`src/rtl/fault_decoder_pkg.sv`:
```
// Shared definitions for the fault decoder: cause codes, register map,
// STATUS bit positions, sequencer states and the cause-to-class decode.
package fault_decoder_pkg;

  localparam int XLEN = 32;

  localparam logic [7:0] RST_FAULT_CORE = 8'h01;
  localparam logic [7:0] RST_FAULT_IBUS = 8'h02;
  localparam logic [7:0] RST_FAULT_DBUS = 8'h03;
  localparam logic [7:0] RST_FAULT_IPER = 8'h04;
  localparam logic [7:0] RST_FAULT_DPER = 8'h05;

  localparam logic [3:0] FAULT_STATUS = 4'h0;
  localparam logic [3:0] FAULT_CAUSE  = 4'h4;
  localparam logic [3:0] FAULT_ADDR   = 4'h8;
  localparam logic [3:0] FAULT_COUNT  = 4'hC;

  localparam int NUM_FLAGS     = 6;
  localparam int FLAG_CORE     = 0;
  localparam int FLAG_IBUS     = 1;
  localparam int FLAG_DBUS     = 2;
  localparam int FLAG_IPER     = 3;
  localparam int FLAG_DPER     = 4;
  localparam int FLAG_UNKNOWN  = 5;
  localparam int STATUS_OVF    = 8;
  localparam int STATUS_VALID  = 31;
  localparam int COUNT_RST_REQ = 16;

  typedef enum logic [1:0] {
    ST_IDLE = 2'd0,
    ST_HOLD = 2'd1,
    ST_REQ  = 2'd2
  } fsm_state_t;

  // One-hot class flag for a cause code; unrecognised codes land in UNKNOWN.
  function automatic logic [NUM_FLAGS-1:0] decode_cause(input logic [7:0] cause);
    logic [NUM_FLAGS-1:0] f;
    f = '0;
    case (cause)
      RST_FAULT_CORE: f[FLAG_CORE]    = 1'b1;
      RST_FAULT_IBUS: f[FLAG_IBUS]    = 1'b1;
      RST_FAULT_DBUS: f[FLAG_DBUS]    = 1'b1;
      RST_FAULT_IPER: f[FLAG_IPER]    = 1'b1;
      RST_FAULT_DPER: f[FLAG_DPER]    = 1'b1;
      default:        f[FLAG_UNKNOWN] = 1'b1;
    endcase
    return f;
  endfunction

endpackage

```
`src/rtl/fault_edge_detect.sv`:
```
// New-fault-event detector: keeps the previous sample of the upstream
// fault record and flags a rising fault level or any change of the record
// while the fault level is high.
module fault_edge_detect
  import fault_decoder_pkg::*;
(
  input  logic            clk,
  input  logic            rstn,
  input  logic            fault,
  input  logic [7:0]      fault_cause,
  input  logic [XLEN-1:0] fault_addr,
  output logic            evt
);

  logic                 fault_q;
  logic [8+XLEN-1:0]    prev_q;

  // Sample the record every cycle so each distinct record counts once.
  always_ff @(posedge clk or negedge rstn) begin
    if (!rstn) begin
      fault_q <= 1'b0;
      prev_q  <= '0;
    end else begin
      fault_q <= fault;
      prev_q  <= {fault_cause, fault_addr};
    end
  end

  assign evt = fault & (~fault_q | ({fault_cause, fault_addr} != prev_q));

endmodule

```
`src/rtl/fault_decoder.sv`:
```
// Fault record decoder: sticky class flags, first-fault snapshot, saturating
// event counter, word registers on the peripheral bus, and an optional
// delayed system reset request (build with FAULT_AUTO_RESET_EN).
module fault_decoder
  import fault_decoder_pkg::*;
#(
  parameter int HOLD_CYCLES = 16,
  parameter int CNT_W       = 8
) (
  input  logic            clk,
  input  logic            rstn,
  input  logic            fault,
  input  logic [7:0]      fault_cause,
  input  logic [XLEN-1:0] fault_addr,
  input  logic            req,
  input  logic            we,
  input  logic [3:0]      addr,
  input  logic [XLEN-1:0] wdata,
  output logic            rvld,
  output logic [XLEN-1:0] rdata,
  output logic            bus_fault,
  output logic            sys_rst_req,
  input  logic            rst_ack
);

  logic                 evt;
  logic                 clr;
  logic                 rd_ok;
  logic                 misal;
  logic                 valid_q;
  logic                 ovf_q;
  logic [NUM_FLAGS-1:0] flags_q;
  logic [NUM_FLAGS-1:0] dec;
  logic [7:0]           cause_q;
  logic [XLEN-1:0]      addr_q;
  logic [CNT_W-1:0]     cnt_q;
  logic [XLEN-1:0]      rd_mux;
  logic                 unused_wdata;

  fault_edge_detect u_edge (
    .clk         (clk),
    .rstn        (rstn),
    .fault       (fault),
    .fault_cause (fault_cause),
    .fault_addr  (fault_addr),
    .evt         (evt)
  );

  assign misal = req & (addr[1:0] != 2'b00);
  assign rd_ok = req & ~we & (addr[1:0] == 2'b00);
  assign clr   = req & we & (addr == FAULT_STATUS) & wdata[STATUS_VALID];
  assign dec   = decode_cause(fault_cause);
  assign unused_wdata = &{1'b0, wdata[STATUS_VALID-1:0]};

  // Record update; an event coincident with a clear starts a fresh record.
  always_ff @(posedge clk or negedge rstn) begin
    if (!rstn) begin
      valid_q <= 1'b0;
      ovf_q   <= 1'b0;
      flags_q <= '0;
      cause_q <= '0;
      addr_q  <= '0;
      cnt_q   <= '0;
    end else if (evt) begin
      if (!valid_q || clr) begin
        valid_q <= 1'b1;
        ovf_q   <= 1'b0;
        flags_q <= dec;
        cause_q <= fault_cause;
        addr_q  <= fault_addr;
        cnt_q   <= CNT_W'(1);
      end else begin
        ovf_q   <= 1'b1;
        flags_q <= flags_q | dec;
        if (cnt_q != {CNT_W{1'b1}}) cnt_q <= cnt_q + 1'b1;
      end
    end else if (clr) begin
      valid_q <= 1'b0;
      ovf_q   <= 1'b0;
      flags_q <= '0;
      cnt_q   <= '0;
    end
  end

  // Register read mux.
  always_comb begin
    rd_mux = '0;
    case (addr)
      FAULT_STATUS: begin
        rd_mux[NUM_FLAGS-1:0] = flags_q;
        rd_mux[STATUS_OVF]    = ovf_q;
        rd_mux[STATUS_VALID]  = valid_q;
      end
      FAULT_CAUSE: rd_mux[7:0] = cause_q;
      FAULT_ADDR:  rd_mux      = addr_q;
      FAULT_COUNT: begin
        rd_mux[CNT_W-1:0]    = cnt_q;
        rd_mux[COUNT_RST_REQ] = sys_rst_req;
      end
      default: rd_mux = '0;
    endcase
  end

  // Bus response: read data one cycle after an aligned read, fault pulse on misalignment.
  always_ff @(posedge clk or negedge rstn) begin
    if (!rstn) begin
      rvld      <= 1'b0;
      rdata     <= '0;
      bus_fault <= 1'b0;
    end else begin
      rvld      <= rd_ok;
      rdata     <= rd_ok ? rd_mux : '0;
      bus_fault <= misal;
    end
  end

`ifdef FAULT_AUTO_RESET_EN
  fsm_state_t  state_q, state_d;
  logic [15:0] timer_q, timer_d;
  logic        rst_req_q;

  // Sequencer state, hold timer and registered reset request.
  always_ff @(posedge clk or negedge rstn) begin
    if (!rstn) begin
      state_q   <= ST_IDLE;
      timer_q   <= '0;
      rst_req_q <= 1'b0;
    end else begin
      state_q   <= state_d;
      timer_q   <= timer_d;
      rst_req_q <= (state_d == ST_REQ);
    end
  end

  // Next state: hold after the first event, then request until acknowledged.
  always_comb begin
    state_d = state_q;
    timer_d = timer_q;
    case (state_q)
      ST_IDLE: begin
        if (evt) begin
          state_d = ST_HOLD;
          timer_d = 16'(HOLD_CYCLES - 1);
        end
      end
      ST_HOLD: begin
        if (clr && !evt)          state_d = ST_IDLE;
        else if (timer_q == 16'd0) state_d = ST_REQ;
        else                      timer_d = timer_q - 16'd1;
      end
      ST_REQ: begin
        if (rst_ack) state_d = ST_IDLE;
      end
      default: state_d = ST_IDLE;
    endcase
  end

  assign sys_rst_req = rst_req_q;
`else
  logic unused_ack;
  assign unused_ack  = rst_ack;
  assign sys_rst_req = 1'b0;
`endif

endmodule

```
`config.mk`:
```
export PLATFORM = sky130hd
export DESIGN_NAME = fault_decoder
export DESIGN_NICKNAME = d
export VERILOG_FILES = /design/src/rtl/fault_decoder_pkg.sv /design/src/rtl/fault_edge_detect.sv /design/src/rtl/fault_decoder.sv
export SDC_FILE = /design/constraint.sdc
export NUM_CORES = 1
export LEC_CHECK = 0
export BUFFER_PORTS_ARGS = -buffer_cell sky130_fd_sc_hd__clkbuf_2
export CAP_MARGIN = 30
export CORE_MARGIN = 2
export CORE_UTILIZATION = 53
export DETAILED_ROUTE_END_ITERATION = 16
export HOLD_SLACK_MARGIN = 0.15
export PLACE_DENSITY = 0.77
export SETUP_SLACK_MARGIN = 0.5
export SYNTH_ARGS = -nofsm -noshare
export SYNTH_HDL_FRONTEND = slang
export SYNTH_SLANG_ARGS = --single-unit
```
`constraint.sdc`:
```
create_clock -name clk -period 2.9 [get_ports clk]
set_input_delay 0.145 -clock clk [delete_from_list [all_inputs] [get_ports clk]]
set_output_delay 0.145 -clock clk [all_outputs]
set_load 0.01 [all_outputs]
```
==> flow_summary.yaml <==
status:
  status: "finished clean"
layout:
  instances_no_fill: 642
  layout-drive-gt1-share_pct: 35.7
  postLayoutCellArea_mm2: 0.00684
  syn_to_final_growth_pct: 34.0
  layout.nets: 583
  diodes: 0
  final_common_cell: "dfrtp_1"
  layout_common_cells: "dfrtp_1 (131), clkbuf_2 (82), dlygate4sd3_1 (47), mux2_2 (41), xor2_1 (27)"
timing:
  hold_viol_final: 0
  maxSlewHeadroom_pct: 55.2
  setup_tns_ns: 0
  fin_crit_ns: 2.44
  finalCritPeriodShare_pct: 84.0
  setup_violations: 0
  slew_viol_final: 0
  max_freq_mhz: 410
  rsz0062_at_grt: "true"
  finalClockSkew_ns: 0.00743
  tightestPinTransition_ns: 0.671
detailed_routing:
  routed-via-count: 3325
  dr.pass1.iters: 4
  wire_per_inst_um: 17.6
  drc: 0
  drt-vias-per-instance: 5.18
  ant_nets: 0
  drt_wl_total_um: 11300
  drtIter0Drc: 184
synth:
  ys_warn_count: 0
  netlist_area_mm2: 0.00511
  syn_area_per_cell_um2: 14.4
  synthCells: 355
  seq_area_frac_synth_pct: 64.2
  ys_ff_latch: 131
  syn_nets: 438
  ys_types: 40
  async_flop_share_pct: 100
  synth_ff_type: "dfrtp_1"
  synth_edf_count: 0
die:
  die_h_um: 102
  fp.dieW_um: 102
  core-area_mm2: 0.00928
  die_area_mm2: 0.0104
  rows: 35
  pin_count: 117
  start_util_pct: 55.0
cts:
  numCtsBuffers: 17
  clock-root-buffer: "clkbuf_8"
  clk_pin_slew_ns: 0.06
  tritoncts: "done"
  cts_sinks: 131
  postCtsSetupBuffers: 0
  cts_max_level: 4
  insertion_delay_ns: 0.51
  clk_path_buf_depth: 2
power_and_ir_drop:
  power.density_mw_per_mm2: 675
  ir_worst_vdd_v: 0.000457
  leakage_uw: 0.00326
critical_path:
  path_class: "reg -> reg"
  reg2reg_depth: 7
  crit_family: "simple AND/OR/NAND/NOR gates"
  arrival_ns: 2.83
  crit_path_start_kind: "register"
  crit_buf_inv: 1
  rrSetupSlack_ns: 0.46
  worst_setup_path_end_kind: "register"
  worst_ep_required_time_ns: 3.29
  crit_cells: 7
  slowest_delay_ns: 0.53
  cpMaxStageDelayCell: "or4_4"
  crit_fanout: 10
  path_cells: "xnor2_1 > nand4_1 > or4_4 > o31ai_4 > or2b_4 > buf_12 > mux2_2"
global_route:
  grt_pass1_vias: 3622
  grt.total_usage_pct: 23.6
  overflow: 0
  grt_antenna_before_repair: 0
  grt_pass1_wl_um: 18100
  grt_start_max_net_pins: 55
worst_hold_path:
  hold_path_depth: 5
  hold_path_class: "in -> reg"
placed_design:
  dp.cells: 560
  io_buffer_count: 83
  placed_area_mm2: 0.00568
  place.gp.congestion: 0.823
  place_hpwl_um: 6640
job:
  drv_cap: 0
synthesized netlist by cell type (all sizes together) (2+ instances only):
| library cell | n | area (um2) |
|---|---|---|
| clkbuf | 4 | 15.0 |
| or2 | 2 | 12.5 |
| or4 | 2 | 18.8 |
| nand3 | 6 | 30.0 |
| nor3 | 10 | 50.1 |
| nand4 | 4 | 25.0 |
| and2 | 22 | 138 |
| xnor2 | 14 | 123 |
| nor2b | 10 | 62.6 |
| inv | 2 | 7.51 |
| o21a | 2 | 15.0 |
| dfrtp | 131 | 3280 |
| a211oi | 5 | 37.5 |
| mux2i | 2 | 20.0 |
| a22o | 5 | 43.8 |
| nand2b | 6 | 37.5 |
| buf | 9 | 70.1 |
| o21ai | 2 | 10.0 |
| a22oi | 2 | 15.0 |
| mux4 | 6 | 135 |
| and3 | 2 | 12.5 |
| nor2 | 7 | 26.3 |
| nand2 | 9 | 33.8 |
| xor2 | 27 | 236 |
| a21o | 5 | 37.5 |
| nor4 | 7 | 43.8 |
| mux2 | 44 | 495 |
metrics by stage:
stage	hold slack (ns)	setup slack, ns	utilization (%)	power, uW
6_report	0.186	0.463	73.7	4620
5_1_grt	0.243	0.434	73.7	4810
4_1_cts	0.168	0.513	73.3	4640
3_5_place_dp	0.223	0.341	61.1	2570
3_3_place_gp	0.216	0.454	61.1	2540
2_1_floorplan	-0.151	0.590	-	2380
per-layer routing:
metal	global-route usage, %	vias to the layer above	part of all wire [%]
li1	-	1533	-
met3	6.50	20	5.0
met4	9.95	0	2.2
met1	29.1	1663	42
met5	0	-	0
met2	39.6	109	51
final timing paths:
| path | to | startpoint |
|---|---|---|
| max in group asynchronous | rdata[25] | rstn |
| max | addr_q[11] | u_edge.prev_q[30] |
| min | ovf_q | wdata[31] |
| max reg2reg | addr_q[11] | u_edge.prev_q[30] |
| min reg2reg | rdata[25] | addr_q[25] |
| min in group asynchronous | u_edge.prev_q[15] | rstn |
power by group:
group / leakage [uW] / switching, uW / internal, uW
sequential: 0.00164 / 109 / 2010
clock: 0.000275 / 829 / 1180
combinational: 0.00134 / 206 / 275
total: 0.00326 / 1140 / 3470
area by class of cell:
cell class | count | area [um2]
clock buffers | 18 | 428
clock inverters | 14 | 144
fillers | 591 | 2440
inverters | 2 | 7.51
multi-input cells | 209 | 1790
flip-flops and latches | 131 | 3280
well taps | 129 | 161
repair buffers | 139 | 1040
worst register-to-register path, stage by stage (launching register included):
cell     delay [ns]
dfrtp_1        0.40
xnor2_1        0.25
nand4_1        0.13
or4_4          0.53
o31ai_4        0.21
or2b_4         0.26
buf_12         0.17
mux2_2         0.36
registers in the layout, indices dropped and copies added, names as in the netlist:
register / flops
flags_q: 6
bus_fault: 1
rdata: 32
ovf_q: 1
addr_q: 32
u_edge.prev_q: 40
cause_q: 8
u_edge.fault_q: 1
rvld: 1
cnt_q: 8
valid_q: 1
cell families (layout without fill, tap and decap cells):
group	count (synthesis)	in the layout	synth area share [%]
DFF	131	131	64.2
and+or+nand+nor	89	89	9.92
xor gates and xnor gates	41	41	7.03
other	1	1	0.0734
AOI/OAI and AO/OA	25	25	3.99
adders and majority gates	1	1	0.245
buffers and inverters	15	173	1.81
muxes	52	52	12.7
what timing repair did:
action | in CTS | in global routing
pin swaps | 4 | 1
resized for setup | 8 | 2
hold endpoints to repair | 150 | 0
gates cloned | 2 | 1
setup endpoints to repair | 47 | 47
hold buffers | 47 | 0
No activity file was read; power rests on OpenSTA's default activity.
